[config.mk]
export PLATFORM = sky130hd
export DESIGN_NAME = pixel_assembler
export DESIGN_NICKNAME = d
export VERILOG_FILES = /design/src/rtl/pixel_assembler.sv
export SDC_FILE = /design/constraint.sdc
export NUM_CORES = 1
export LEC_CHECK = 0
export BUFFER_PORTS_ARGS = -buffer_cell sky130_fd_sc_hd__clkbuf_2
export CORE_AREA = 2 2 86 55
export DETAILED_ROUTE_END_ITERATION = 8
export DIE_AREA = 0 0 88 57
export GPL_TIMING_DRIVEN = 1
export PLACE_DENSITY_LB_ADDON = 0.2
export SLEW_MARGIN = 5
export SYNTH_ARGS = -nofsm -noshare
export SYNTH_HDL_FRONTEND = slang
export SYNTH_SLANG_ARGS = --single-unit
[constraint.sdc]
create_clock -name clk -period 3.98 [get_ports clk]
set_clock_uncertainty 0.15 [all_clocks]
set_input_delay 0.199 -clock clk [delete_from_list [all_inputs] [get_ports clk]]
set_output_delay 0.199 -clock clk [all_outputs]
set_load 0.01 [all_outputs]
[src/rtl/pixel_assembler.sv]
// Collects CHANNELS consecutive UART bytes into one pixel word and presents it
// on a valid/ready output backed by a single holding register.
module pixel_assembler #(
  parameter int CHANNELS       = 3,
  parameter bit MSB_FIRST      = 1'b1,
  parameter int TIMEOUT_CYCLES = 0
) (
  input  logic                  clk,
  input  logic                  reset,
  input  logic [7:0]            rx_data_out,
  input  logic                  rx_ready,
  input  logic                  clear,
  input  logic                  pixel_ready,
  output logic [8*CHANNELS-1:0] pixel,
  output logic                  pixel_valid,
  output logic                  busy,
  output logic                  overflow,
  output logic                  err_timeout
);

  localparam int PW    = 8 * CHANNELS;
  localparam int IDX_W = (CHANNELS > 1) ? $clog2(CHANNELS) : 1;
  localparam int CNT_W = (TIMEOUT_CYCLES > 0) ? $clog2(TIMEOUT_CYCLES + 1) : 1;
  localparam logic [IDX_W-1:0] CH_LAST  = IDX_W'(CHANNELS - 1);
  localparam logic [CNT_W-1:0] CNT_LAST = (TIMEOUT_CYCLES > 0) ? CNT_W'(TIMEOUT_CYCLES - 1) : '0;

  typedef enum logic {COLLECT, STALL} state_t;

  state_t            state_reg;
  logic [IDX_W-1:0]  ch_idx_reg;
  logic [CNT_W-1:0]  idle_reg;
  logic [PW-1:0]     asm_reg;
  logic [PW-1:0]     asm_next;
  logic [PW-1:0]     pixel_reg;
  logic              valid_reg;
  logic              overflow_reg;
  logic              err_reg;
  logic              transfer;

  assign transfer = valid_reg && pixel_ready;

  // Assembly register with the incoming byte merged into the active slot.
  for (genvar gi = 0; gi < CHANNELS; gi++) begin : g_slot
    localparam int POS = MSB_FIRST ? 8 * (CHANNELS - 1 - gi) : 8 * gi;
    assign asm_next[POS +: 8] = (rx_ready && (ch_idx_reg == IDX_W'(gi))) ? rx_data_out
                                                                          : asm_reg[POS +: 8];
  end

  always_ff @(posedge clk or negedge reset) begin
    if (!reset) begin
      state_reg    <= COLLECT;
      ch_idx_reg   <= '0;
      idle_reg     <= '0;
      asm_reg      <= '0;
      pixel_reg    <= '0;
      valid_reg    <= 1'b0;
      overflow_reg <= 1'b0;
      err_reg      <= 1'b0;
    end else if (clear) begin
      state_reg    <= COLLECT;
      ch_idx_reg   <= '0;
      idle_reg     <= '0;
      asm_reg      <= '0;
      pixel_reg    <= '0;
      valid_reg    <= 1'b0;
      overflow_reg <= 1'b0;
      err_reg      <= 1'b0;
    end else begin
      err_reg <= 1'b0;
      if (transfer) valid_reg <= 1'b0;
      case (state_reg)
        COLLECT: begin
          if (rx_ready) begin
            asm_reg  <= asm_next;
            idle_reg <= '0;
            if (ch_idx_reg == CH_LAST) begin
              ch_idx_reg <= '0;
              if (!valid_reg || transfer) begin
                pixel_reg <= asm_next;
                valid_reg <= 1'b1;
              end else begin
                state_reg <= STALL;
              end
            end else begin
              ch_idx_reg <= ch_idx_reg + 1'b1;
            end
          end else if ((TIMEOUT_CYCLES > 0) && (ch_idx_reg != '0)) begin
            if (idle_reg == CNT_LAST) begin
              ch_idx_reg <= '0;
              idle_reg   <= '0;
              err_reg    <= 1'b1;
            end else begin
              idle_reg <= idle_reg + 1'b1;
            end
          end else begin
            idle_reg <= '0;
          end
        end
        STALL: begin
          // Any byte arriving while a finished pixel waits is lost, even on the exit cycle.
          idle_reg <= '0;
          if (rx_ready) overflow_reg <= 1'b1;
          if (transfer) begin
            pixel_reg <= asm_reg;
            valid_reg <= 1'b1;
            state_reg <= COLLECT;
          end
        end
        default: state_reg <= COLLECT;
      endcase
    end
  end

  assign pixel       = pixel_reg;
  assign pixel_valid = valid_reg;
  assign busy        = (ch_idx_reg != '0);
  assign overflow    = overflow_reg;
  assign err_timeout = err_reg;

endmodule

==> impl_metrics.yaml <==
cts:
  clk_pin_slew_ps: 90
  cts.sinks: 53
  cts_setup_buffers: 0
  postCtsResizedCells: 0
  cts_buffers: 5
  cts_tree: "done"
  hold_buffers: 1
  clock_latency_ps: 300
  root_buffer: "clkbuf_8"
  cts-root-to-sink-buffers: 2
  cts_max_level: 2
route:
  avgRoutedWirePerCell_um: 14.6
  wl_um: 3930
  dr.first_iter.drc_count: 45
  vias: 1343
  vias_per_cell: 4.99
  first_pass_iters: 4
  drc_errors: 0
  ant_nets: 0
placement:
  dpl.hpwl_um: 2650
  place_congestion: 0.713
  numPortBuffers: 39
sta:
  slew_headroom_pct: 42.0
  worstMarginPinSlew_ps: 870
  rsz0062_at_grt: "no"
  slew_viol_final: 0
  fin_crit_ps: 2150
  final-hold-violation-count: 0
  fin_tns_setup_ps: 0
  finalSetupViolations: 0
  fmax_mhz: 466
  period_share_pct: 54.0
grt:
  grt_max_degree: 54
  antenna_found_initial: 0
  overflow: 0
  grt_pass1_vias: 1405
  gr-usage-all-layers_pct: 17.5
  grt_pass1_wl_um: 6570
yosys:
  yosys.area.top_type: "dfrtp_1"
  synth_simple_gate_area_share_pct: 12.9
  synth_cell_type_count: 22
  ys_ff_latch: 53
  synth_top_area_share_pct: 58.4
  synthMuxAreaShare_pct: 22.8
  synthAdderAreaFrac_pct: 0
  synth_warnings: 0
  synth-xor-area-share_pct: 0
  netlist_area_mm2: 0.00227
  synth_area_leaders: "dfrtp_1, mux2_2, mux2i_1"
  avgSynthCellArea_um2: 13.7
  synthCells: 166
  ys_seq_area_share_pct: 58.4
  synth_top_family_by_area: "multiplexers"
  synth_compound_area_share_pct: 2.37
  synth.net_count: 179
floorplan:
  core_mm2: 0.00430
  rows: 19
  start_util_pct: 52.8
  dieArea_mm2: 0.00502
  io_pins: 41
  dieWidth_um: 88
  die_h_um: 57
flow_run:
  cap_violations: 0
worst_setup_path:
  path_class: "reg -> reg"
  critPathRequiredTime_ps: 4020
  crit_arrival_ps: 2190
  cp_max_fo: 24
  startpoint_type: "flip-flop"
  crit_path_end_kind: "flip-flop"
finish:
  final_util_pct: 60.8
  final_common_cell: "dfrtp_1"
  fin_nets: 218
  drive_above_1_share_pct: 36.4
  final_cell_mix: "dfrtp_1, clkbuf_2, nand2b_1"
  antennaDiodeCount: 0
  areaGrowthSynthToFinish_pct: 15.1
  num-fill-cells: 348
power:
  power.leakage_uw: 0.00137
  irDropWorstVdd_mv: 0.235
  power_density_mw_per_mm2: 404
min_path:
  hp-class: "in -> reg"
run_status:
  status: "finished clean"
-- cell usage after synthesis --
| cell type | count |
|---|---|
| a21oi_1 | 5 |
| a22oi_4 | 1 |
| and4bb_1 | 1 |
| buf_2 | 1 |
| buf_4 | 3 |
| buf_6 | 3 |
| clkbuf_1 | 3 |
| conb_1 | 1 |
| dfrtp_1 | 53 |
| inv_1 | 1 |
| mux2_2 | 22 |
| mux2_4 | 2 |
| mux2i_1 | 24 |
| nand2_1 | 1 |
| nand2b_1 | 34 |
| nand3b_1 | 1 |
| nand4bb_1 | 1 |
| nor2_1 | 5 |
| nor4b_2 | 1 |
| o21a_1 | 1 |
| or2_1 | 1 |
| or2_2 | 1 |
-- worst max-delay path: stages (launching register included) --
cell      delay (ps)
dfrtp_1          440
nand3b_1         260
a22oi_4          750
mux2_2           420
-- area by class of cell --
class                   instances  area, um2  area share (%)
flip-flops and latches         53       1330            50.7
inverters                       1       3.75           0.144
multi-input cells             102        870            33.3
clock buffers                   7       86.3            3.30
clock inverters                 1       30.0            1.15
repair buffers                 42        220            8.42
well taps                      63       78.8            3.01
-- cells by family after synthesis --
family          count (synthesis)
simple gates                   46
flops                          53
other cells                     1
buf+inv                        11
mux                            48
compound gates                  7
-- final timing paths --
check                           cells after the start  slack [ps]           to            from
worst max-delay path                                3        1830     pixel[8]   ch_idx_reg[0]
worst min-delay path                                3          60  asm_reg[11]  rx_data_out[3]
worst max register to register                      3        1830     pixel[8]   ch_idx_reg[0]
worst min register to register                      1         360    pixel[16]       pixel[16]
max in group asynchronous                           3        2860   asm_reg[6]           reset
min in group asynchronous                           3         390     pixel[1]           reset
-- where the power goes --
part	total (uW)	internal, uW	switching [uW]
Combinational	111	51.8	59.7
Sequential	574	562	12.0
Clock	372	205	167
Total	1060	819	239
-- routing by layer --
layer	global-route usage (%)	share of wire (%)	vias up	wire length, um
met5	0	0	-	0
met1	22.4	46	671	1810
li1	-	-	632	-
met3	5.07	4.9	10	191
met2	28.1	47	30	1860
met4	7.25	1.6	0	63
-- through the flow --
stage / power, uW / hold slack (ps) / std cells / setup slack [ps] / cell area [um2]
floorplan: 656 / -247 / 166 / 2310 / 2270
global placement: 693 / 195 / 260 / 1790 / 2490
detailed placement: 699 / 204 / 260 / 1690 / 2490
CTS: 1070 / 62.0 / 269 / 1830 / 2620
global route: 1110 / 66.0 / 269 / 1720 / 2620
finish: 1060 / 60.0 / 269 / 1830 / 2620
(Power assumes the default switching activity.)
